## src/rtl/branch_resolve_if.sv

```systemverilog
// branch_resolve_if
//   Bundles the ID-side push channel, the EX-side resolve channel and the
//   training/flush outputs of branch_resolve.
//
//   Handshake semantics: there is no ready signal. The push and res_valid
//   strobes are single-cycle qualifiers sampled on the rising clock edge.
//   upd_valid and flush are single-cycle registered strobes. redirect_pc is
//   meaningful only while flush is high.
//
//   master : the pipeline side. It drives push/resolve and observes the
//            update and flush outputs.
//   slave  : branch_resolve. It consumes push/resolve and drives the update
//            and flush outputs.
interface branch_resolve_if;
   logic        push;
   logic        if_id_write;
   logic [31:0] push_pc;
   logic        push_pred;
   logic        res_valid;
   logic        res_taken;
   logic [31:0] res_target;
   logic        upd_valid;
   logic [31:0] upd_pc;
   logic        upd_result;
   logic        flush;
   logic [31:0] redirect_pc;

   modport master (
      output push, if_id_write, push_pc, push_pred,
             res_valid, res_taken, res_target,
      input  upd_valid, upd_pc, upd_result, flush, redirect_pc
   );

   modport slave (
      input  push, if_id_write, push_pc, push_pred,
             res_valid, res_taken, res_target,
      output upd_valid, upd_pc, upd_result, flush, redirect_pc
   );
endinterface

```

## src/rtl/branch_resolve.sv

```systemverilog
// branch_resolve
//   In-order tracker for conditional-branch predictions. Each prediction is
//   queued with its PC. When EX resolves the oldest branch, the block emits
//   a training write for the predictor. On a mispredict it also raises a
//   flush with the corrected fetch address and empties the queue.
//
// Ports:
//   clk, rst     : clock; asynchronous active-high reset
//   bus (slave)  : push/resolve inputs, update/flush outputs (see branch_resolve_if)
//   occupancy    : number of entries held (0..DEPTH)
//   branch_count : resolved branches (wraps at 2^32)
//   miss_count   : mispredicted branches (wraps at 2^32)
//   overflow     : sticky, a push was dropped because the queue was full
//   underflow    : sticky, a resolve arrived while the queue was empty
module branch_resolve #(
   parameter int DEPTH = 4,
   parameter int PTR_W = 2
) (
   input  logic               clk,
   input  logic               rst,
   branch_resolve_if.slave    bus,
   output logic [PTR_W:0]     occupancy,
   output logic [31:0]        branch_count,
   output logic [31:0]        miss_count,
   output logic               overflow,
   output logic               underflow
);

   logic [31:0]      mem_pc   [DEPTH];
   logic             mem_pred [DEPTH];
   logic [PTR_W-1:0] wr_ptr;
   logic [PTR_W-1:0] rd_ptr;

   logic        empty;
   logic        full;
   logic        pop;
   logic        mispredict;
   logic        push_req;
   logic        accept;
   logic        overflow_evt;
   logic        underflow_evt;
   logic [31:0] head_pc;
   logic        head_pred;

   assign head_pc   = mem_pc[rd_ptr];
   assign head_pred = mem_pred[rd_ptr];
   assign empty     = (occupancy == '0);
   // Occupancy never exceeds DEPTH = 2**PTR_W, so the MSB alone marks full.
   assign full      = occupancy[PTR_W];

   assign pop           = bus.res_valid & ~empty;
   assign mispredict    = pop & (bus.res_taken != head_pred);
   assign push_req      = bus.push & bus.if_id_write & ~mispredict;
   // A same-cycle pop frees a slot, so a full queue still accepts the push.
   assign accept        = push_req & (~full | pop);
   assign overflow_evt  = push_req & full & ~pop;
   assign underflow_evt = bus.res_valid & empty;

   // Entry storage has no reset. Stale contents are never read, because
   // occupancy gates every pop.
   always_ff @(posedge clk) begin
      if (accept) begin
         mem_pc[wr_ptr]   <= bus.push_pc;
         mem_pred[wr_ptr] <= bus.push_pred;
      end
   end

   always_ff @(posedge clk or posedge rst) begin
      if (rst) begin
         wr_ptr    <= '0;
         rd_ptr    <= '0;
         occupancy <= '0;
      end else if (mispredict) begin
         // Every younger entry is wrong-path, so the whole queue is dropped.
         wr_ptr    <= '0;
         rd_ptr    <= '0;
         occupancy <= '0;
      end else begin
         if (accept) wr_ptr <= wr_ptr + 1'b1;
         if (pop)    rd_ptr <= rd_ptr + 1'b1;
         occupancy <= occupancy + {{PTR_W{1'b0}}, accept} - {{PTR_W{1'b0}}, pop};
      end
   end

   always_ff @(posedge clk or posedge rst) begin
      if (rst) begin
         bus.upd_valid   <= 1'b0;
         bus.upd_pc      <= '0;
         bus.upd_result  <= 1'b0;
         bus.flush       <= 1'b0;
         bus.redirect_pc <= '0;
         branch_count    <= '0;
         miss_count      <= '0;
         overflow        <= 1'b0;
         underflow       <= 1'b0;
      end else begin
         bus.upd_valid <= pop;
         bus.flush     <= mispredict;
         if (pop) begin
            bus.upd_pc     <= head_pc;
            bus.upd_result <= bus.res_taken;
            branch_count   <= branch_count + 32'd1;
         end
         if (mispredict) begin
            bus.redirect_pc <= bus.res_taken ? bus.res_target : head_pc + 32'd4;
            miss_count      <= miss_count + 32'd1;
         end
         if (overflow_evt)  overflow  <= 1'b1;
         if (underflow_evt) underflow <= 1'b1;
      end
   end

endmodule

```

## src/flat_wrapper.sv

```systemverilog
// flat-port wrapper written by rule: the top's interface ports become plain ports
module branch_resolve_flat 
#(
   parameter int DEPTH = 4,
   parameter int PTR_W = 2
)
  (clk, rst, occupancy, branch_count, miss_count, overflow, underflow, bus_push, bus_if_id_write, bus_push_pc, bus_push_pred, bus_res_valid, bus_res_taken, bus_res_target, bus_upd_valid, bus_upd_pc, bus_upd_result, bus_flush, bus_redirect_pc);
  branch_resolve_if bus_i ();
  input  logic clk;
  input  logic rst;
  output logic [PTR_W:0] occupancy;
  output logic [31:0] branch_count;
  output logic [31:0] miss_count;
  output logic overflow;
  output logic underflow;
  input wire logic [$bits(bus_i.push)-1:0] bus_push;
  input wire logic [$bits(bus_i.if_id_write)-1:0] bus_if_id_write;
  input wire logic [$bits(bus_i.push_pc)-1:0] bus_push_pc;
  input wire logic [$bits(bus_i.push_pred)-1:0] bus_push_pred;
  input wire logic [$bits(bus_i.res_valid)-1:0] bus_res_valid;
  input wire logic [$bits(bus_i.res_taken)-1:0] bus_res_taken;
  input wire logic [$bits(bus_i.res_target)-1:0] bus_res_target;
  output wire logic [$bits(bus_i.upd_valid)-1:0] bus_upd_valid;
  output wire logic [$bits(bus_i.upd_pc)-1:0] bus_upd_pc;
  output wire logic [$bits(bus_i.upd_result)-1:0] bus_upd_result;
  output wire logic [$bits(bus_i.flush)-1:0] bus_flush;
  output wire logic [$bits(bus_i.redirect_pc)-1:0] bus_redirect_pc;
  assign bus_i.push = bus_push;
  assign bus_i.if_id_write = bus_if_id_write;
  assign bus_i.push_pc = bus_push_pc;
  assign bus_i.push_pred = bus_push_pred;
  assign bus_i.res_valid = bus_res_valid;
  assign bus_i.res_taken = bus_res_taken;
  assign bus_i.res_target = bus_res_target;
  assign bus_upd_valid = bus_i.upd_valid;
  assign bus_upd_pc = bus_i.upd_pc;
  assign bus_upd_result = bus_i.upd_result;
  assign bus_flush = bus_i.flush;
  assign bus_redirect_pc = bus_i.redirect_pc;
  branch_resolve #(.DEPTH(DEPTH), .PTR_W(PTR_W)) u_core (.clk(clk), .rst(rst), .bus(bus_i), .occupancy(occupancy), .branch_count(branch_count), .miss_count(miss_count), .overflow(overflow), .underflow(underflow));
endmodule
```

## config.mk

```make
export PLATFORM = sky130hd
export DESIGN_NAME = branch_resolve_flat
export DESIGN_NICKNAME = d
export VERILOG_FILES = /design/src/rtl/branch_resolve_if.sv /design/src/rtl/branch_resolve.sv /design/src/flat_wrapper.sv
export SDC_FILE = /design/constraint.sdc
export NUM_CORES = 1
export LEC_CHECK = 0
export ABC_CLOCK_PERIOD_IN_PS = 4950
export BUFFER_PORTS_ARGS = -buffer_cell sky130_fd_sc_hd__buf_2
export CAP_MARGIN = 20
export CORE_MARGIN = 5
export CORE_UTILIZATION = 56
export CTS_BUF_LIST = sky130_fd_sc_hd__clkbuf_4 sky130_fd_sc_hd__clkbuf_8 sky130_fd_sc_hd__clkbuf_16
export DETAILED_ROUTE_END_ITERATION = 8
export GPL_TIMING_DRIVEN = 0
export PLACE_DENSITY = 0.79
export SETUP_SLACK_MARGIN = 0.02
export SYNTH_ARGS = -nofsm -noshare
export SYNTH_HDL_FRONTEND = slang
export SYNTH_SLANG_ARGS = --single-unit
```

## constraint.sdc

```tcl
create_clock -name clk -period 4.95 [get_ports clk]
set_input_delay 0.7425 -clock clk [delete_from_list [all_inputs] [get_ports clk]]
set_output_delay 0.7425 -clock clk [all_outputs]
set_load 0.02 [all_outputs]
```

==> results of run 1 <==
Yosys cell counts, drive strengths merged, types with 4 or more instances:
cell type  count
nand2        156
xor2          30
nor2          41
ha             9
nor4           4
xnor2         64
dfrtp        140
a21oi         16
and3          18
mux2i         10
o21ai         25
o22ai         14
buf           12
o221ai         5
and2           8
clkbuf        24
inv           14
nand4         30
mux4          30
nor3          14
nand3         34
edfxtp       132
and4           6
final timing paths:
check                                     from                     end  cells after the start
setup reg to reg           u_core.occupancy[2]     u_core.occupancy[2]                     13
min in group clk               bus_push_pc[28]    u_core.mem_pc[2][28]                      1
hold / removal                             rst  u_core.branch_count[8]                      2
max in group asynchronous                  rst   u_core.bus.upd_pc[11]                      3
hold reg to reg               u_core.underflow        u_core.underflow                      1
setup / recovery           u_core.occupancy[2]     u_core.occupancy[2]                     13
power by group:
part           total [mW]  internal (mW)  switching (mW)
logic                2.52          0.885            1.63
registers            3.06           2.80           0.254
clock network        2.06           1.25           0.817
cell families (layout without fill, tap and decap cells):
family / after synthesis / in the layout / synth area share [%]
xor gates and xnor gates: 94 / 94 / 7.184
adders and majority gates: 10 / 10 / 1.157
buffers and inverters: 51 / 307 / 2.107
and+or+nand+nor: 316 / 316 / 13.63
DFF: 272 / 272 / 65.16
AOI/OAI and AO/OA: 64 / 64 / 3.308
muxes: 43 / 43 / 7.457
per-layer routing:
layer  track usage [%]  vias up
met3             5.400       42
met1             32.47     3795
met5                 0        -
met2             37.56      304
li1                  -     3528
met4             4.200       12
registers in the layout, indices dropped and copies added, names as in the netlist:
| signal | cells |
|---|---|
| u_core.mem_pc | 128 |
| u_core.branch_count | 32 |
| u_core.bus.redirect_pc | 32 |
| u_core.bus.upd_pc | 32 |
| u_core.miss_count | 32 |
| u_core.mem_pred | 4 |
| u_core.occupancy | 3 |
| u_core.rd_ptr | 2 |
| u_core.wr_ptr | 2 |
| u_core.bus.flush | 1 |
| u_core.bus.upd_result | 1 |
| u_core.bus.upd_valid | 1 |
| u_core.overflow | 1 |
| u_core.underflow | 1 |
per-stage QoR:
step | setup TNS [ps] | cells | hold WS, ps | total power, mW | setup slack, ps
2_1_floorplan | 0 | 850 | 538.2 | 4.733 | 454.6
3_3_place_gp | -168810 | 1325 | 436.9 | 5.561 | -1215
3_5_place_dp | 0 | 1326 | 439.2 | 5.630 | 722.9
4_1_cts | 0 | 1376 | 249.7 | 7.699 | 688.6
5_1_grt | 0 | 1376 | 267.6 | 8.060 | 446.7
6_report | 0 | 1376 | 253.1 | 7.637 | 655.4
area by class of cell:
cell class / instances / area [um^2] / share of cell area [%]
Multi-Input combinational cell: 527 / 3756 / 27.29
Buffer: 36 / 185.2 / 1.345
Tap cell: 270 / 337.8 / 2.454
Timing Repair Buffer: 206 / 1054 / 7.653
Sequential cell: 272 / 7467 / 54.24
Clock buffer: 39 / 778.2 / 5.654
Inverter: 15 / 61.31 / 0.4454
Clock inverter: 11 / 126.4 / 0.9180
cell usage in the layout (no fill, tap or decap), types with 2 or more instances in the layout:
cell type and count:
a21oi_1 16, and2_1 8, and3_1 14, and3_2 4, and4_1 6, buf_2 211, buf_4 3, buf_6 2
bufinv_16 3, clkbuf_1 24, clkbuf_16 27, clkbuf_4 10, clkbuf_8 2, clkinv_1 7, dfrtp_1 140, edfxtp_1 132
ha_1 9, inv_1 12, inv_6 2, mux2_2 3, mux2i_1 10, mux4_1 12, mux4_2 18, nand2_1 154
nand3_1 33, nand4_1 27, nand4_2 2, nor2_1 40, nor3_1 11, nor3_2 3, nor4_1 2, nor4_4 2
o21ai_0 25, o221ai_1 5, o22ai_1 13, xnor2_1 64, xor2_1 30
==> impl_metrics.toml, run 1 <==
[outcome]
status = "complete, no violations"

[critical_path]
slowest_stage = "o31ai_2"
path_cells = "o31ai_2 > clkinv_1 > nand2b_1 > buf_4 > inv_2 > clkbuf_1 > nor3_1 > ha_1 > inv_1 > fa_1 > xor2_1 > xnor2_1 > nor2_1"
crit_arrival_ps = 4680
worstPathMaxFanout = 10
critPathMaxStageDelay_ps = 990
crit_family = "buffers and inverters"
cp-end-kind = "flip-flop"
critPathBufInv = 5
required_ps = 5330
start_kind = "flip-flop"
critPathKind = "flip-flop to flip-flop"
rrSetupSlack_ps = 660

[layout]
final_util_pct = 68.25
diodes = 0
fin_nets = 1166
fill_cells = 1458
final_area_um2 = 13770
drive_gt1_share_pct = 27.67
area_growth_pct = 20.12

[die]
pin_count = 207
die_w_um = 153.1
dieHeight_um = 153.1
num_rows = 52
core_um2 = 20170
dieArea_um2 = 23420
start_util_pct = 56.82

[clock_network]
cts-root-buf = "clkbuf_16"
clockBufferDepth = 3
numCtsBuffers = 27
numClockSinks = 272
clk_latency_ps = 530
cts_resized = 0
cts_tree = "built"
postCtsSetupBuffers = 0
cts.clk_slew.worst_paths_ps = 60
postCtsHoldBufs = 0
htree_levels = 1

[grt]
first_global_vias = 7582
antenna_found_initial = 6
overflow = 0
grt_max_degree = 91
grt_first_pass_wirelength_mm = 43.07
grt_usage_pct = 23.03

[routing]
dr_wl_met3_mm = 2.128
m1WireLength_mm = 11.59
highest_layer = "met5"
vias_per_cell = 5.582
drt-wirelength-per-cell_um = 19.70
wl_met2_mm = 12.95
detail_route.drc_violations = 0
drt_first_pass_iters = 5
antenna_left = 0
wl_mm = 27.11
initialDrtViolationCount = 488
vias = 7681

[timing]
slew_headroom_pct = 22.44
setup-violations-final = 0
fin_crit_ps = 4295
slew_viol_final = 0
fin_skew_ps = 18.26
worst_pin_slew_ps = 1157
rsz0062_at_grt = "false"
period_share_pct = 86.76
finalHoldViolCount = 0
fmax_ghz = 0.2329

[logic_synthesis]
synth_edf_count = 132
ys_warn_count = 0
synth_top_area_cell = "edfxtp_1"
synth_cell_types = 49
yosysSeqAreaShare_pct = 65.16
synth_area_leaders = "edfxtp_1 (35%), dfrtp_1 (31%), nand2_1 (5.0%), xnor2_1 (4.9%), mux4_2 (3.5%)"
synth_top_area_share_pct = 34.59
synthesis.area_um2 = 11460
ys_ff_latch = 272
synth_nets = 931
syn_inst = 850
synth_ff_type = "dfrtp_1"
async_flop_share_pct = 51.47
avgSynthCellArea_um2 = 13.48

[job]
max_cap_viol_count = 0

[worst_hold_path]
holdCritPathClass = "input port to asynchronous set/reset pin"

[power]
powerDensity_nw_per_um2 = 554.8
ir_drop_v = 0.0004328
p_leak_nw = 5.967

[placement]
placed_area_um2 = 12860
io_buffers = 205
gp_congestion = 0.8204
hpwl_mm = 19.51
(Power assumes the default switching activity.)
==> run 2: changes to the inputs <==
- ABC_AREA: not set -> 1
- CAP_MARGIN: 20 -> not set
- CORE_UTILIZATION: 56 -> 57
==> run 2 against run 1 <==
Compared with the run above:
- hold slack better by 34 ps
- first-iteration DRC count is 120% higher
- power increased by 25%
- largest cell class unchanged
- register-to-register slack better by 1200 ps
- cell count is 52% higher
- synthesized area up 17%
==> impl_metrics.toml, run 2 <==
[outcome]
status = "complete, no violations"

[clock_network]
cts-root-buf = "clkbuf_16"
cts_resized = 0
postCtsHoldBufs = 0
cts_tree = "built"
cts.clk_slew.worst_paths_ps = 60
clk_latency_ps = 540
numCtsBuffers = 28
clockBufferDepth = 3
postCtsSetupBuffers = 0
htree_levels = 1
numClockSinks = 272

[power]
power_switching_mw = 4.055
pwr-share-seq_pct = 32.9
clock_power_share_pct = 23.4
pwr-share-comb_pct = 43.6
p_int_mw = 5.460
switching_share_pct = 42.62
powerDensity_nw_per_um2 = 593.9
ir_drop_v = 0.0003943
p_leak_nw = 7.587

[timing]
slew_headroom_pct = 51.73
holdWs_ps = 287.5
fin_skew_ps = 10.78
period_share_pct = 63.32
finalHoldViolCount = 0
fin_crit_ps = 3134
fin_tns_setup_ps = 0
rsz0062_at_grt = "false"
setup-violations-final = 0
fmax_ghz = 0.3190
slew_viol_final = 0
worst_pin_slew_ps = 724.1

[logic_synthesis]
ys_warn_count = 0
synth_ff_type = "dfrtp_1"
synth_cell_types = 46
avgSynthCellArea_um2 = 8.894
ys_ff_latch = 272
synth_edf_count = 132
yosysSeqAreaShare_pct = 55.49
netlist_top_cells_count = "nand2_1 (543), dfrtp_1 (140), edfxtp_1 (132)"
synth_top_area_cell = "edfxtp_1"
synth_top_area_share_pct = 29.46
syn_inst = 1513
async_flop_share_pct = 51.47
yosysMostFrequentCell = "nand2_1"
synthesis.area_um2 = 13460
synth_nets = 1594
synth_area_leaders = "edfxtp_1 (29%), dfrtp_1 (26%), nand2_1 (15%), nand3_1 (4.6%), nor2_1 (3.6%)"

[critical_path]
reg2reg_depth = 14
start_kind = "flip-flop"
r2r_end = "u_core.occupancy[1]"
worstReg2RegStart = "u_core.rd_ptr[1]"
required_ps = 5430
rrSetupSlack_ps = 1820
worstPathMaxFanout = 10
crit_arrival_ps = 3610
critPathKind = "flip-flop to flip-flop"
cp-end-kind = "flip-flop"

[die]
dieHeight_um = 163.7
pin_count = 207
start_util_pct = 57.67
core_um2 = 23330
num_rows = 56
dieArea_um2 = 26780
die_w_um = 163.7

[layout]
stdcell_count = 2095
drive_gt1_share_pct = 20.62
area_growth_pct = 19.05
top_register = "u_core.mem_pc"
final_cell_mix = "nand2_1 (543), buf_2 (223), dfrtp_1 (140)"
layout_commonest_cell = "nand2_1"
fin_nets = 1834
largest_reg_flops = 128

[grt]
grt_first_pass_wirelength_mm = 60.97
first_global_vias = 11260
antenna_found_initial = 4
overflow = 0
grt_max_degree = 75
grt_usage_pct = 29.34

[job]
max_cap_viol_count = 0

[routing]
drt-wirelength-per-cell_um = 18.79
detail_route.drc_violations = 0
drt_first_pass_iters = 5
vias = 11600
wl_mm = 39.37
antenna_left = 0
vias_per_cell = 5.535
initialDrtViolationCount = 1093

[placement]
gp_congestion = 0.9362
placed_cells = 2042
hpwl_mm = 29.18
io_buffers = 205

[worst_hold_path]
holdCritPathClass = "input port to asynchronous set/reset pin"
[run 2: cell types whose count changed in the layout (fill, tap and decap cells not counted), moves of 13 or more]
cell / change
xnor2_1: -51
clkbuf_1: -13
inv_1: +100
o22ai_1: -13
nand2_1: +389
o21ai_0: +26
nor2_1: +86
xor2_1: +17
nor3_1: +15
nand3_1: +92
mux4_2: -18
and3_1: -14
nand2_2: +18
[run 2: power by group through the flow]
| stage | sequential [mW] | clock, mW | combinational [mW] |
|---|---|---|---|
| 3_3_place_gp | 3.16 | 0 | 3.96 |
| 5_1_grt | 3.18 | 2.35 | 4.52 |
| 4_1_cts | 3.13 | 2.25 | 4.11 |
| 2_1_floorplan | 3.53 | 0 | 2.27 |
| 6_report | 3.13 | 2.23 | 4.15 |
| 3_5_place_dp | 3.16 | 0 | 4.09 |
[run 2: per-stage QoR]
stage	total power [mW]	util [%]	instance area [um^2]	setup WS (ps)
after global routing	10.04	68.66	16020	1664
after floorplan	5.806	-	13460	454.6
final	9.515	68.66	16020	1816
after CTS	9.485	68.65	16020	1853
after detailed placement	7.249	64.43	15030	1586
after global placement	7.125	63.78	14880	-1171
[run 2: kinds of logic (layout without fill, tap and decap cells)]
group	Yosys count	in the layout	synth area share (%)
AO/OA/AOI/OAI	96	96	4.342
flip-flops	272	272	55.49
other	0	1	0
adder cells (fa/ha/maj)	10	10	0.9856
AND/OR/NAND/NOR	901	901	28.71
buffers and inverters	173	435	6.444
XOR/XNOR	61	61	4.026
[run 2: critical path, cell delays in order (launching register included)]
cell     delay [ps]
dfrtp_1         360
buf_2           180
inv_2           140
buf_4           210
nand3_1         100
nand2_1         220
xor2_2          210
nand2_4         150
nand2_1         390
inv_1           140
ha_1            210
inv_1            70
fa_1            400
or2_1           230
inv_1            50
[run 2: cell type report]
| class | count | area (um^2) |
|---|---|---|
| fillers | 1831 | 7312 |
| multi-input cells | 1068 | 5152 |
| diodes | 1 | 2.502 |
| repair buffers | 210 | 1141 |
| flip-flops and latches | 272 | 7467 |
| inverters | 118 | 460.4 |
| clock inverters | 18 | 216.5 |
| clock buffers | 34 | 769.5 |
| well taps | 319 | 399.1 |
| plain buffers | 55 | 411.6 |
[run 2: worst max path at each step]
stage | startpoint | to | slack, ps | cells after the start
after floorplan | rst | u_core.branch_count[0] | 450 | 1
after global placement | rst | u_core.bus.upd_pc[22] | -1170 | 2
after detailed placement | bus_res_taken | u_core.occupancy[1] | 1590 | 11
after CTS | u_core.rd_ptr[1] | u_core.occupancy[1] | 1850 | 14
after global routing | u_core.rd_ptr[1] | u_core.occupancy[1] | 1660 | 14
final | u_core.rd_ptr[1] | u_core.occupancy[1] | 1820 | 14
[run 2: routing by layer]
layer,global-route usage [%],share of wire [%]
met5,0,0.099
met4,10.52,3.7
met3,5.476,8.5
met2,49.40,48
met1,38.21,40
